$ cat config.mk
export PLATFORM = sky130hd
export DESIGN_NAME = tank_motion_ctrl
export DESIGN_NICKNAME = d
export VERILOG_FILES = /design/src/rtl/tank_pkg.sv /design/src/rtl/tank_key_decode.sv /design/src/rtl/tank_motion_ctrl.sv
export SDC_FILE = /design/constraint.sdc
export NUM_CORES = 1
export LEC_CHECK = 0
export CORE_ASPECT_RATIO = 1.1
export CORE_MARGIN = 10
export CORE_UTILIZATION = 54
export CTS_CLUSTER_DIAMETER = 200
export CTS_CLUSTER_SIZE = 24
export DETAILED_ROUTE_END_ITERATION = 10
export MAX_ROUTING_LAYER = met4
export PLACE_DENSITY = 0.92
export RECOVER_POWER = 100
export SETUP_SLACK_MARGIN = 0.05
export SYNTH_ARGS = -nofsm -noshare
export SYNTH_HDL_FRONTEND = slang
export SYNTH_SLANG_ARGS = --single-unit
$ cat constraint.sdc
create_clock -name frame_clk_i -period 6.8 [get_ports frame_clk_i]
set_input_delay 1.02 -clock frame_clk_i [delete_from_list [all_inputs] [get_ports frame_clk_i]]
set_output_delay 1.02 -clock frame_clk_i [all_outputs]
set_load 0.02 [all_outputs]
$ cat src/rtl/tank_pkg.sv
// Shared types, default key codes and sign-magnitude helper
// for the per-player tank motion controller.
package tank_pkg;

    typedef enum logic [1:0] {
        ST_ALIVE   = 2'd0,
        ST_BACKOFF = 2'd1,
        ST_DEAD    = 2'd2,
        ST_FROZEN  = 2'd3
    } tank_state_e;

    typedef struct packed {
        logic up;
        logic dn;
        logic cw;
        logic ccw;
        logic fire;
    } tank_keys_t;

    localparam logic [7:0] KEY_UP_DEF   = 8'h52;
    localparam logic [7:0] KEY_DN_DEF   = 8'h51;
    localparam logic [7:0] KEY_CW_DEF   = 8'h50;
    localparam logic [7:0] KEY_CCW_DEF  = 8'h4F;
    localparam logic [7:0] KEY_FIRE_DEF = 8'h2C;

    // Magnitude is scaled by speed/16 before the sign is applied so that
    // positive and negative headings give steps of identical size.
    function automatic int sm_to_signed(input logic [7:0] sm,
                                        input int         speed);
        int mag;
        mag = (speed * int'(sm[6:0])) >>> 4;
        return sm[7] ? -mag : mag;
    endfunction

endpackage

$ cat src/rtl/tank_key_decode.sv
// Scans the keycode slots and reports the held control keys,
// with move/rotate already resolved by priority.
module tank_key_decode
    import tank_pkg::*;
#(
    parameter int         NUM_KEYS = 4,
    parameter logic [7:0] KEY_UP   = KEY_UP_DEF,
    parameter logic [7:0] KEY_DN   = KEY_DN_DEF,
    parameter logic [7:0] KEY_CW   = KEY_CW_DEF,
    parameter logic [7:0] KEY_CCW  = KEY_CCW_DEF,
    parameter logic [7:0] KEY_FIRE = KEY_FIRE_DEF
) (
    input  logic [8*NUM_KEYS-1:0] keycode_i,
    output tank_keys_t            keys_o
);

    logic       up_raw;
    logic       dn_raw;
    logic       cw_raw;
    logic       ccw_raw;
    logic       fire_raw;
    logic [7:0] slot;

    always_comb begin
        up_raw   = 1'b0;
        dn_raw   = 1'b0;
        cw_raw   = 1'b0;
        ccw_raw  = 1'b0;
        fire_raw = 1'b0;
        slot     = '0;
        for (int i = 0; i < NUM_KEYS; i++) begin
            slot     = keycode_i[8*i +: 8];
            up_raw   = up_raw   | (slot == KEY_UP);
            dn_raw   = dn_raw   | (slot == KEY_DN);
            cw_raw   = cw_raw   | (slot == KEY_CW);
            ccw_raw  = ccw_raw  | (slot == KEY_CCW);
            fire_raw = fire_raw | (slot == KEY_FIRE);
        end
    end

    // Fire is orthogonal to motion; only the motion keys are prioritised.
    always_comb begin
        keys_o      = '0;
        keys_o.fire = fire_raw;
        priority case (1'b1)
            up_raw:  keys_o.up  = 1'b1;
            dn_raw:  keys_o.dn  = 1'b1;
            cw_raw:  keys_o.cw  = 1'b1;
            ccw_raw: keys_o.ccw = 1'b1;
            default: ;
        endcase
    end

endmodule

$ cat src/rtl/tank_motion_ctrl.sv
// Per-player tank controller: key decode, heading-driven motion,
// wall back-off, fire cooldown and hit/respawn/freeze sequencing.
module tank_motion_ctrl
    import tank_pkg::*;
#(
    parameter int         NUM_KEYS    = 4,
    parameter int         FRAC_BITS   = 3,
    parameter int         POS_W       = 13,
    parameter int         SPEED       = 16,
    parameter int         ANGLE_STEPS = 45,
    parameter int         X_MAX       = 639,
    parameter int         Y_MAX       = 479,
    parameter int         FIRE_CD     = 30,
    parameter int         RESPAWN_FR  = 60,
    parameter logic [7:0] KEY_UP      = KEY_UP_DEF,
    parameter logic [7:0] KEY_DN      = KEY_DN_DEF,
    parameter logic [7:0] KEY_CW      = KEY_CW_DEF,
    parameter logic [7:0] KEY_CCW     = KEY_CCW_DEF,
    parameter logic [7:0] KEY_FIRE    = KEY_FIRE_DEF,
    localparam int        ANGLE_W     = $clog2(ANGLE_STEPS)
) (
    input  logic                    frame_clk_i,
    input  logic                    reset_i,
    input  logic [8*NUM_KEYS-1:0]   keycode_i,
    input  logic [7:0]              sin_i,
    input  logic [7:0]              cos_i,
    input  logic [3:0]              wall_hit_i,
    input  logic                    hit_i,
    input  logic [1:0]              game_end_i,
    input  logic [9:0]              spawn_x_i,
    input  logic [9:0]              spawn_y_i,
    output logic [9:0]              tank_x_o,
    output logic [9:0]              tank_y_o,
    output logic signed [POS_W-1:0] tank_x_step_o,
    output logic signed [POS_W-1:0] tank_y_step_o,
    output logic [ANGLE_W-1:0]      angle_o,
    output logic                    fire_o,
    output logic                    alive_o
);

    localparam int CD_W   = $clog2(FIRE_CD + 1);
    localparam int RESP_W = $clog2(RESPAWN_FR + 1);

    localparam logic [POS_W-1:0]   X_LIM      = POS_W'(X_MAX << FRAC_BITS);
    localparam logic [POS_W-1:0]   Y_LIM      = POS_W'(Y_MAX << FRAC_BITS);
    localparam logic [ANGLE_W-1:0] ANGLE_LAST = ANGLE_W'(ANGLE_STEPS - 1);
    localparam logic [CD_W-1:0]    CD_LOAD    = CD_W'(FIRE_CD);
    localparam logic [RESP_W-1:0]  RESP_LOAD  = RESP_W'(RESPAWN_FR);

    tank_state_e             state_q;
    tank_state_e             state_d;
    logic [POS_W-1:0]        pos_x_q;
    logic [POS_W-1:0]        pos_x_d;
    logic [POS_W-1:0]        pos_y_q;
    logic [POS_W-1:0]        pos_y_d;
    logic signed [POS_W-1:0] step_x_q;
    logic signed [POS_W-1:0] step_x_d;
    logic signed [POS_W-1:0] step_y_q;
    logic signed [POS_W-1:0] step_y_d;
    logic [ANGLE_W-1:0]      angle_q;
    logic [ANGLE_W-1:0]      angle_d;
    logic [CD_W-1:0]         cd_q;
    logic [CD_W-1:0]         cd_d;
    logic [RESP_W-1:0]       resp_q;
    logic [RESP_W-1:0]       resp_d;
    logic                    fire_q;
    logic                    fire_d;
    logic                    alive_q;
    logic                    alive_d;
    logic                    fire_key_q;

    tank_keys_t              keys;
    logic signed [POS_W-1:0] dx;
    logic signed [POS_W-1:0] dy;
    logic [POS_W-1:0]        spawn_x_fp;
    logic [POS_W-1:0]        spawn_y_fp;
    logic                    fire_ok;
    logic                    can_backoff;

    tank_key_decode #(
        .NUM_KEYS (NUM_KEYS),
        .KEY_UP   (KEY_UP),
        .KEY_DN   (KEY_DN),
        .KEY_CW   (KEY_CW),
        .KEY_CCW  (KEY_CCW),
        .KEY_FIRE (KEY_FIRE)
    ) u_decode (
        .keycode_i (keycode_i),
        .keys_o    (keys)
    );

    // Clamp against both screen edges without ever wrapping.
    function automatic logic [POS_W-1:0] sat_add(
        input logic [POS_W-1:0]        pos,
        input logic signed [POS_W-1:0] step,
        input logic [POS_W-1:0]        lim
    );
        logic signed [POS_W+1:0] sum;
        sum = $signed({2'b00, pos}) + (POS_W+2)'(step);
        if (sum < 0) begin
            return '0;
        end
        if (sum > $signed({2'b00, lim})) begin
            return lim;
        end
        return sum[POS_W-1:0];
    endfunction

    assign dx         = POS_W'(sm_to_signed(cos_i, SPEED));
    assign dy         = POS_W'(sm_to_signed(sin_i, SPEED));
    assign spawn_x_fp = POS_W'(spawn_x_i) << FRAC_BITS;
    assign spawn_y_fp = POS_W'(spawn_y_i) << FRAC_BITS;

    assign fire_ok     = keys.fire && !fire_key_q && (cd_q == '0);
    assign can_backoff = (state_q == ST_ALIVE) && (wall_hit_i != '0)
                       && ((step_x_q != '0) || (step_y_q != '0));

    always_comb begin
        state_d  = state_q;
        pos_x_d  = pos_x_q;
        pos_y_d  = pos_y_q;
        step_x_d = '0;
        step_y_d = '0;
        angle_d  = angle_q;
        cd_d     = (cd_q != '0) ? cd_q - 1'b1 : '0;
        resp_d   = resp_q;
        fire_d   = 1'b0;
        alive_d  = alive_q;
        if (game_end_i != '0) begin
            state_d = ST_FROZEN;
            pos_x_d = spawn_x_fp;
            pos_y_d = spawn_y_fp;
            angle_d = '0;
            cd_d    = '0;
            alive_d = 1'b0;
        end else begin
            unique case (state_q)
                ST_FROZEN: begin
                    state_d = ST_ALIVE;
                    alive_d = 1'b1;
                end
                ST_DEAD: begin
                    resp_d = resp_q - 1'b1;
                    if (resp_d == '0) begin
                        state_d = ST_ALIVE;
                        pos_x_d = spawn_x_fp;
                        pos_y_d = spawn_y_fp;
                        angle_d = '0;
                        cd_d    = '0;
                        alive_d = 1'b1;
                    end
                end
                ST_ALIVE, ST_BACKOFF: begin
                    if ((state_q == ST_ALIVE) && hit_i) begin
                        state_d = ST_DEAD;
                        resp_d  = RESP_LOAD;
                        alive_d = 1'b0;
                    end else begin
                        if (fire_ok) begin
                            fire_d = 1'b1;
                            cd_d   = CD_LOAD;
                        end
                        if (can_backoff) begin
                            state_d  = ST_BACKOFF;
                            step_x_d = -(step_x_q <<< 1);
                            step_y_d = -(step_y_q <<< 1);
                        end else begin
                            state_d = ST_ALIVE;
                            if (keys.up) begin
                                step_x_d = dx;
                                step_y_d = -dy;
                            end else if (keys.dn) begin
                                step_x_d = -dx;
                                step_y_d = dy;
                            end else if (state_q == ST_ALIVE) begin
                                if (keys.cw) begin
                                    angle_d = (angle_q == ANGLE_LAST)
                                            ? '0 : angle_q + 1'b1;
                                end else if (keys.ccw) begin
                                    angle_d = (angle_q == '0)
                                            ? ANGLE_LAST : angle_q - 1'b1;
                                end
                            end
                        end
                        pos_x_d = sat_add(pos_x_q, step_x_d, X_LIM);
                        pos_y_d = sat_add(pos_y_q, step_y_d, Y_LIM);
                    end
                end
                default: ;
            endcase
        end
    end

    always_ff @(posedge frame_clk_i) begin
        if (reset_i) begin
            state_q    <= ST_ALIVE;
            pos_x_q    <= spawn_x_fp;
            pos_y_q    <= spawn_y_fp;
            step_x_q   <= '0;
            step_y_q   <= '0;
            angle_q    <= '0;
            cd_q       <= '0;
            resp_q     <= '0;
            fire_q     <= 1'b0;
            alive_q    <= 1'b1;
            fire_key_q <= 1'b0;
        end else begin
            state_q    <= state_d;
            pos_x_q    <= pos_x_d;
            pos_y_q    <= pos_y_d;
            step_x_q   <= step_x_d;
            step_y_q   <= step_y_d;
            angle_q    <= angle_d;
            cd_q       <= cd_d;
            resp_q     <= resp_d;
            fire_q     <= fire_d;
            alive_q    <= alive_d;
            fire_key_q <= keys.fire;
        end
    end

    assign tank_x_o      = 10'(pos_x_q >> FRAC_BITS);
    assign tank_y_o      = 10'(pos_y_q >> FRAC_BITS);
    assign tank_x_step_o = step_x_q;
    assign tank_y_step_o = step_y_q;
    assign angle_o       = angle_q;
    assign fire_o        = fire_q;
    assign alive_o       = alive_q;

endmodule
# Yosys cells after proc, flatten, opt, wreduce, memory -nomap -nowiden
# Index checks and enable logic that the tools add are counted.
word_totals:
  reg_bits: 74
  input_bits: 77
  out_inout_bits: 54
op_classes:
  addsub: 12
  n_lt_le_gt_ge: 4
  eq_ne: 36
  muxes: 88
  bitwise: 17
  reduce_logical: 26
op_table:
  columns: ["op", "count"]
  rows:
  - ["13-bit 2-to-1 mux", 30]
  - ["8-bit by 7-bit == test with 1-bit output, second input constant", 16]
  - ["6-bit 2-to-1 mux", 11]
  - ["13-bit negator", 4]
  - ["13-bit case mux with 2 select lines", 2]
  - ["1-bit 2-to-1 mux", 33]
  - ["8-bit by 6-bit == test with 1-bit output, second input constant", 4]
  - ["14-bit by 13-bit adder with 15-bit output", 2]
  - ["15-bit by 1-bit < comparator with 1-bit output, second input constant", 2]
  - ["7-bit negator with 13-bit output", 2]
  - ["13-bit nonzero test", 2]
  - ["6-bit case mux with 2 select lines", 2]
  - ["5-bit 2-to-1 mux", 4]
  - ["15-bit by 13-bit greater-than comparator with 1-bit output, second input constant", 1]
  - ["15-bit by 14-bit greater-than comparator with 1-bit output, second input constant", 1]
  - ["1-bit bitwise OR", 15]
  - ["2-bit inequality test, second input constant", 7]
  - ["6-bit logical NOT", 2]
  - ["6-bit by 1-bit subtractor with 6-bit output, second input constant", 2]
  - ["5-bit case mux with 2 select lines", 1]
  - ["3-bit inequality test, second input constant", 3]
  - ["3-bit AND reduction", 3]
  - ["4-bit inequality test, second input constant", 2]
  - ["8-bit AND reduction", 1]
  - ["other kinds (20)", 31]

# Depth between registers and ports, before layout
logic_depth:
  word_depth: 28
  mapped_depth: 20
  depth_no_buf: 18

# By module
# Synthesis repeated with hierarchy kept, for this count alone.
unflattened:
  hier_cells: 830
  area_unflattened_um2: 6688.9
by_module_without_submodules:
  columns: ["module", "n_inst", "cells_per_inst", "area_per_inst_um2", "seq_area_each_um2"]
  rows:
  - ["tank_motion_ctrl", 1, 779, 6293.5, 1681.6]
  - ["tank_key_decode", 1, 51, 395.4, 0.0]

# Worst setup path after synthesis
# No wires, ideal clock.
synth_timing:
  path_type: "input to register"
  from: "input sin_i[2]"
  to: "register pos_y_q[3] (data pin)"
  setup_ns: 0.259
  arrival_time_ns: 5.061
  required_ns: 6.541
  slack_ns: 1.479
  stages: 18
  n_path_buf: 3
  path_cell_list: "clkbuf_1 > nor3_1 > nand3_1 > a211o_1 > a2111oi_0 > or3_1 > a21oi_1 > mux2_2 > ha_1 > clkbuf_1 > a2111oi_0 > o21ai_1 > a31o_2 > or4b_1 > a311oi_1 > a22o_1 > buf_4 > a21oi_1"
synth_between:
  elab_chain_len: 21
synth_lines:
  columns: ["element", "line_no", "rtl"]
  rows:
  - ["start, declared", "tank_motion_ctrl.sv:25", "input logic [7:0] sin_i,"]
  - ["7-bit negator with 13-bit output", "tank_pkg.sv:32", "return sm[7] ? -mag : mag;"]
  - ["13-bit 2-to-1 mux (*)", "tank_pkg.sv:32", null]
  - ["13-bit negator or 13-bit 2-to-1 mux (tied branches)", "tank_motion_ctrl.sv:171, tank_motion_ctrl.sv:172", null]
  - ["13-bit 2-to-1 mux (*)", "tank_motion_ctrl.sv:169", "if (keys.up) begin"]
  - ["13-bit 2-to-1 mux (*)", "tank_motion_ctrl.sv:163", "if (can_backoff) begin"]
  - ["13-bit 2-to-1 mux (*)", "tank_motion_ctrl.sv:154", "if ((state_q == ST_ALIVE) && hit_i) begin"]
  - ["13-bit 2-to-1 mux (*)", "tank_motion_ctrl.sv:137", "unique case (state_q)"]
  - ["13-bit 2-to-1 mux (*)", "tank_motion_ctrl.sv:129", "if (game_end_i != '0) begin"]
  - ["(+5 left out)", null, null]
  - ["1-bit 2-to-1 mux", "tank_motion_ctrl.sv:137", null]
  - ["1-bit 2-to-1 mux", "tank_motion_ctrl.sv:129", null]
  - ["13-bit 2-to-1 mux", "tank_motion_ctrl.sv:106", "return sum[POS_W-1:0];"]
  - ["13-bit 2-to-1 mux (*)", "tank_motion_ctrl.sv:103", "if (sum > $signed({2'b00, lim})) begin"]
  - ["13-bit 2-to-1 mux (*)", "tank_motion_ctrl.sv:154", null]
  - ["13-bit case mux with 2 select lines (*)", "tank_motion_ctrl.sv:137", null]
  - ["13-bit 2-to-1 mux (*)", "tank_motion_ctrl.sv:129", null]
  - ["13-bit 2-to-1 mux (*)", "tank_motion_ctrl.sv:195", "if (reset_i) begin"]
  - ["end signal, assigned", "tank_motion_ctrl.sv:198", "pos_y_q <= spawn_y_fp;"]
  - ["end signal, assigned", "tank_motion_ctrl.sv:210", "pos_y_q <= pos_y_d;"]
  - ["end, declared", "tank_motion_ctrl.sv:54", "logic [POS_W-1:0] pos_y_q;"]
# Every way passes the cells marked *; elsewhere a longest branch is shown, timed or not. The select of a mux whose other input is x is not followed.
# A chain may end at the register's enable or synchronous reset.

# Final worst setup path
layout_timing:
  from: "input wall_hit_i[0]"
  to: "register pos_y_q[4] (data pin)"
layout_between:
  elab_chain_len: 20
layout_lines:
  columns: ["element", "line_no", "rtl"]
  rows:
  - ["start, declared", "tank_motion_ctrl.sv:27", "input logic [3:0] wall_hit_i,"]
  - ["4-bit nonzero test (*)", "tank_motion_ctrl.sv:115", "assign can_backoff = (state_q == ST_ALIVE) && (wall_hit_i != '0)"]
  - ["1-bit logical AND (*)", "tank_motion_ctrl.sv:115", null]
  - ["1-bit logical AND (*)", "tank_motion_ctrl.sv:116", "&& ((step_x_q != '0) || (step_y_q != '0));"]
  - ["13-bit 2-to-1 mux (*)", "tank_motion_ctrl.sv:163", null]
  - ["13-bit 2-to-1 mux (*)", "tank_motion_ctrl.sv:154", null]
  - ["13-bit 2-to-1 mux (*)", "tank_motion_ctrl.sv:137", null]
  - ["13-bit 2-to-1 mux (*)", "tank_motion_ctrl.sv:129", null]
  - ["14-bit by 13-bit adder with 15-bit output (*)", "tank_motion_ctrl.sv:99", "sum = $signed({2'b00, pos}) + (POS_W+2)'(step);"]
  - ["(+4 left out)", null, null]
  - ["1-bit 2-to-1 mux", "tank_motion_ctrl.sv:137", null]
  - ["1-bit 2-to-1 mux", "tank_motion_ctrl.sv:129", null]
  - ["13-bit 2-to-1 mux", "tank_motion_ctrl.sv:106", null]
  - ["13-bit 2-to-1 mux (*)", "tank_motion_ctrl.sv:103", null]
  - ["13-bit 2-to-1 mux (*)", "tank_motion_ctrl.sv:154", null]
  - ["13-bit case mux with 2 select lines (*)", "tank_motion_ctrl.sv:137", null]
  - ["13-bit 2-to-1 mux (*)", "tank_motion_ctrl.sv:129", null]
  - ["13-bit 2-to-1 mux (*)", "tank_motion_ctrl.sv:195", null]
# Marks and branches as above.

==> flow_metrics.tcl <==
set metrics [dict create \
    final_cell_area_mm2 0.00849 \
    async_reset_ff_frac 0 \
    fin_nets 1083 \
    postCtsHoldBufs 0 \
    worst_slew_pin_slew_ns 1.12 \
    rr_startpoint "tank_x_step_o[0]$_SDFF_PP0_" \
    post_cts_buffers 0 \
    routed_via_density 6.34 \
    drv_cap 0 \
    slew_viol_final 0 \
    n_antenna_cell 0 \
    fillers 1004 \
    antenna_found_initial 0 \
    htree_levels 3 \
    final_common_cell "clkdlybuf4s50_1" \
    grt_pass1_vias 6744 \
    numPortBuffers 130 \
    place_congestion 0.957 \
    cts_resized 0 \
    yosys_most_used_dff "dfxtp_1" \
    crit_arrival_ns 6.45 \
    rsz0062_at_grt "no" \
    numClockSinks 74 \
    ys_seq_area_frac 0.240 \
    grt_max_degree 25 \
    setup-tns-final_ns 0 \
    vias 7138 \
    setup_slack_ns 0.414 \
    internal_power_uw 883 \
    synthCells 874 \
    hold_start "cd_q[0]$_SDFF_PN0_" \
    post_dp_cell_area_mm2 0.00823 \
    place_ws_ns 0.381 \
    final_cells 1126 \
    swShare 0.297 \
    endpoint_kind "flop" \
    crit_type "in2reg" \
    post-place-cells 1110 \
    area_growth_pct 21.3 \
    coreArea_mm2 0.0126 \
    p_clk_frac 0.377 \
    clock_latency_ns 0.34 \
    maxSlewHeadroom 0.254 \
    clkTransAtPathRegs_ns 0.06 \
    root_buffer "clkbuf_16" \
    drive_gt1_frac 0.0495 \
    synth.distinct_cells 87 \
    cts_tree "built" \
    seq_area_mm2 0.00168 \
    pwr_density_cell_mw_per_mm2 148 \
    peakVddDrop_mv 0.0967 \
    p_comb_frac 0.238 \
    worstPathMaxFanout 24 \
    p_leak_uw 0.00346 \
    grt_pass1_wl_um 33500 \
    synth_area_mm2 0.00700 \
    post-route-period-util 0.939 \
    clock.fmax_mhz 157 \
    hold_violations 0 \
    startpoint_type "input pin" \
    grtUsageTotal 0.226 \
    dr.pass1.iters 5 \
    setup_viol 0 \
    wire_per_inst_um 18.4 \
    drc 0 \
    syn_avg_cell_area_um2 8.01 \
    die_w_um 129 \
    clock_skew_ns 0.00752 \
    ys_ff_latch 74 \
    holdWs_ns 0.463 \
    switchingPower_uw 373 \
    crit_start "wall_hit_i[0]" \
    ys_warn_count 0 \
    multi_input_area_mm2 0.00482 \
    final_cell_mix "clkdlybuf4s50_1 (71), nor2_1 (66), nand2_1 (63)" \
    grt_overflow_total 0 \
    dpl.hpwl_um 15800 \
    drt_iter0_markers 584 \
    hp-class "reg2reg" \
    dieArea_mm2 0.0179 \
    syn_nets 993 \
    status "completed" \
    cp_data_required_time_ns 6.87 \
    synth-edff-count 20 \
    pwr-share-seq 0.386 \
    drtAntennaViolNets 0 \
    die_h_um 139 \
    io_pins 131 \
    clock_path_buffers 2 \
    period_minus_slack_ns 6.39 \
    start_util 0.553 \
    row_count 43 \
    wl_um 20700 \
    cts_buffers 9 \
]
[registers in the layout, indices dropped and copies added, names as in the netlist]
| name | flops |
|---|---|
| pos_x_q | 13 |
| pos_y_q | 13 |
| tank_x_step_o | 13 |
| tank_y_step_o | 13 |
| angle_o | 6 |
| resp_q | 6 |
| cd_q | 5 |
| state_q | 2 |
| alive_o | 1 |
| fire_key_q | 1 |
| fire_o | 1 |
[synthesized netlist by cell type (21+ instances only)]
cell,instances,area [µm²]
nor2_1,66,248
nand2_1,63,236
dfxtp_1,54,1080
a21oi_1,52,260
ha_1,40,500
o21ai_0,39,195
xnor2_1,37,324
inv_1,35,131
clkbuf_1,33,124
nand3_1,29,145
nor2b_1,28,175
nor3_1,23,115
buf_4,22,165
nand4_1,21,131
[worst max-delay path, cell delays in order]
cell and delay [ns]:
dlygate4sd3_1 0.54, o41ai_1 0.15, a41oi_1 0.63, clkbuf_1 0.89, nor3_1 0.20, ha_1 0.29
fa_1 0.41, a21o_1 0.19, a21oi_1 0.32, o21ai_1 0.17, a31o_2 0.28, or4b_1 0.46
a311oi_1 0.31, a22o_1 0.45, a21oi_1 0.12
[metal layers]
layer / global-route usage / up-vias / part of all wire
li1: - / 3457 / -
met1: 0.275 / 3341 / 0.44
met2: 0.378 / 310 / 0.48
met3: 0.0369 / 30 / 0.072
met4: 0.0587 / 0 / 0.016
met5: - / - / 0
[path summary, 6_finish.rpt]
path         cells after the start  slack [ns]                   end
max                             15        0.41  pos_y_q[4]$_DFFE_PP_
min                              1        0.46    cd_q[0]$_SDFF_PN0_
max reg2reg                     16        0.74  pos_y_q[4]$_DFFE_PP_
min reg2reg                      1        0.46    cd_q[0]$_SDFF_PN0_
[layout make-up]
| cell class | instances | area share |
|---|---|---|
| Inverter | 36 | 0.0159 |
| Tap cell | 157 | 0.0231 |
| Timing Repair Buffer | 140 | 0.161 |
| Sequential cell | 74 | 0.198 |
| Clock buffer | 12 | 0.0315 |
| Clock inverter | 4 | 0.00295 |
| Multi-Input combinational cell | 703 | 0.568 |
[power groups by stage]
stage / Combinational [µW] / Clock (µW) / Sequential [µW]
after global routing: 324 / 488 / 486
after floorplan: 199 / 0 / 488
after global placement: 291 / 0 / 494
final: 298 / 474 / 484
after detailed placement: 296 / 0 / 494
after CTS: 300 / 474 / 484
[logic make-up after synthesis]
logic type               share of synthesized area
buffers and inverters                       0.0676
multiplexers                                0.0179
AND/OR/NAND/NOR                              0.283
AO/OA/AOI/OAI                                0.247
adder cells (fa/ha/maj)                     0.0773
flip-flops                                   0.240
XOR/XNOR                                    0.0676
[per-stage QoR]
stage	power, µW	util
global placement	785	0.651
floorplan	687	-
detailed placement	789	0.651
global route	1300	0.671
finish	1260	0.671
CTS	1260	0.674
Note: power is estimated with default switching activity, not from simulation.
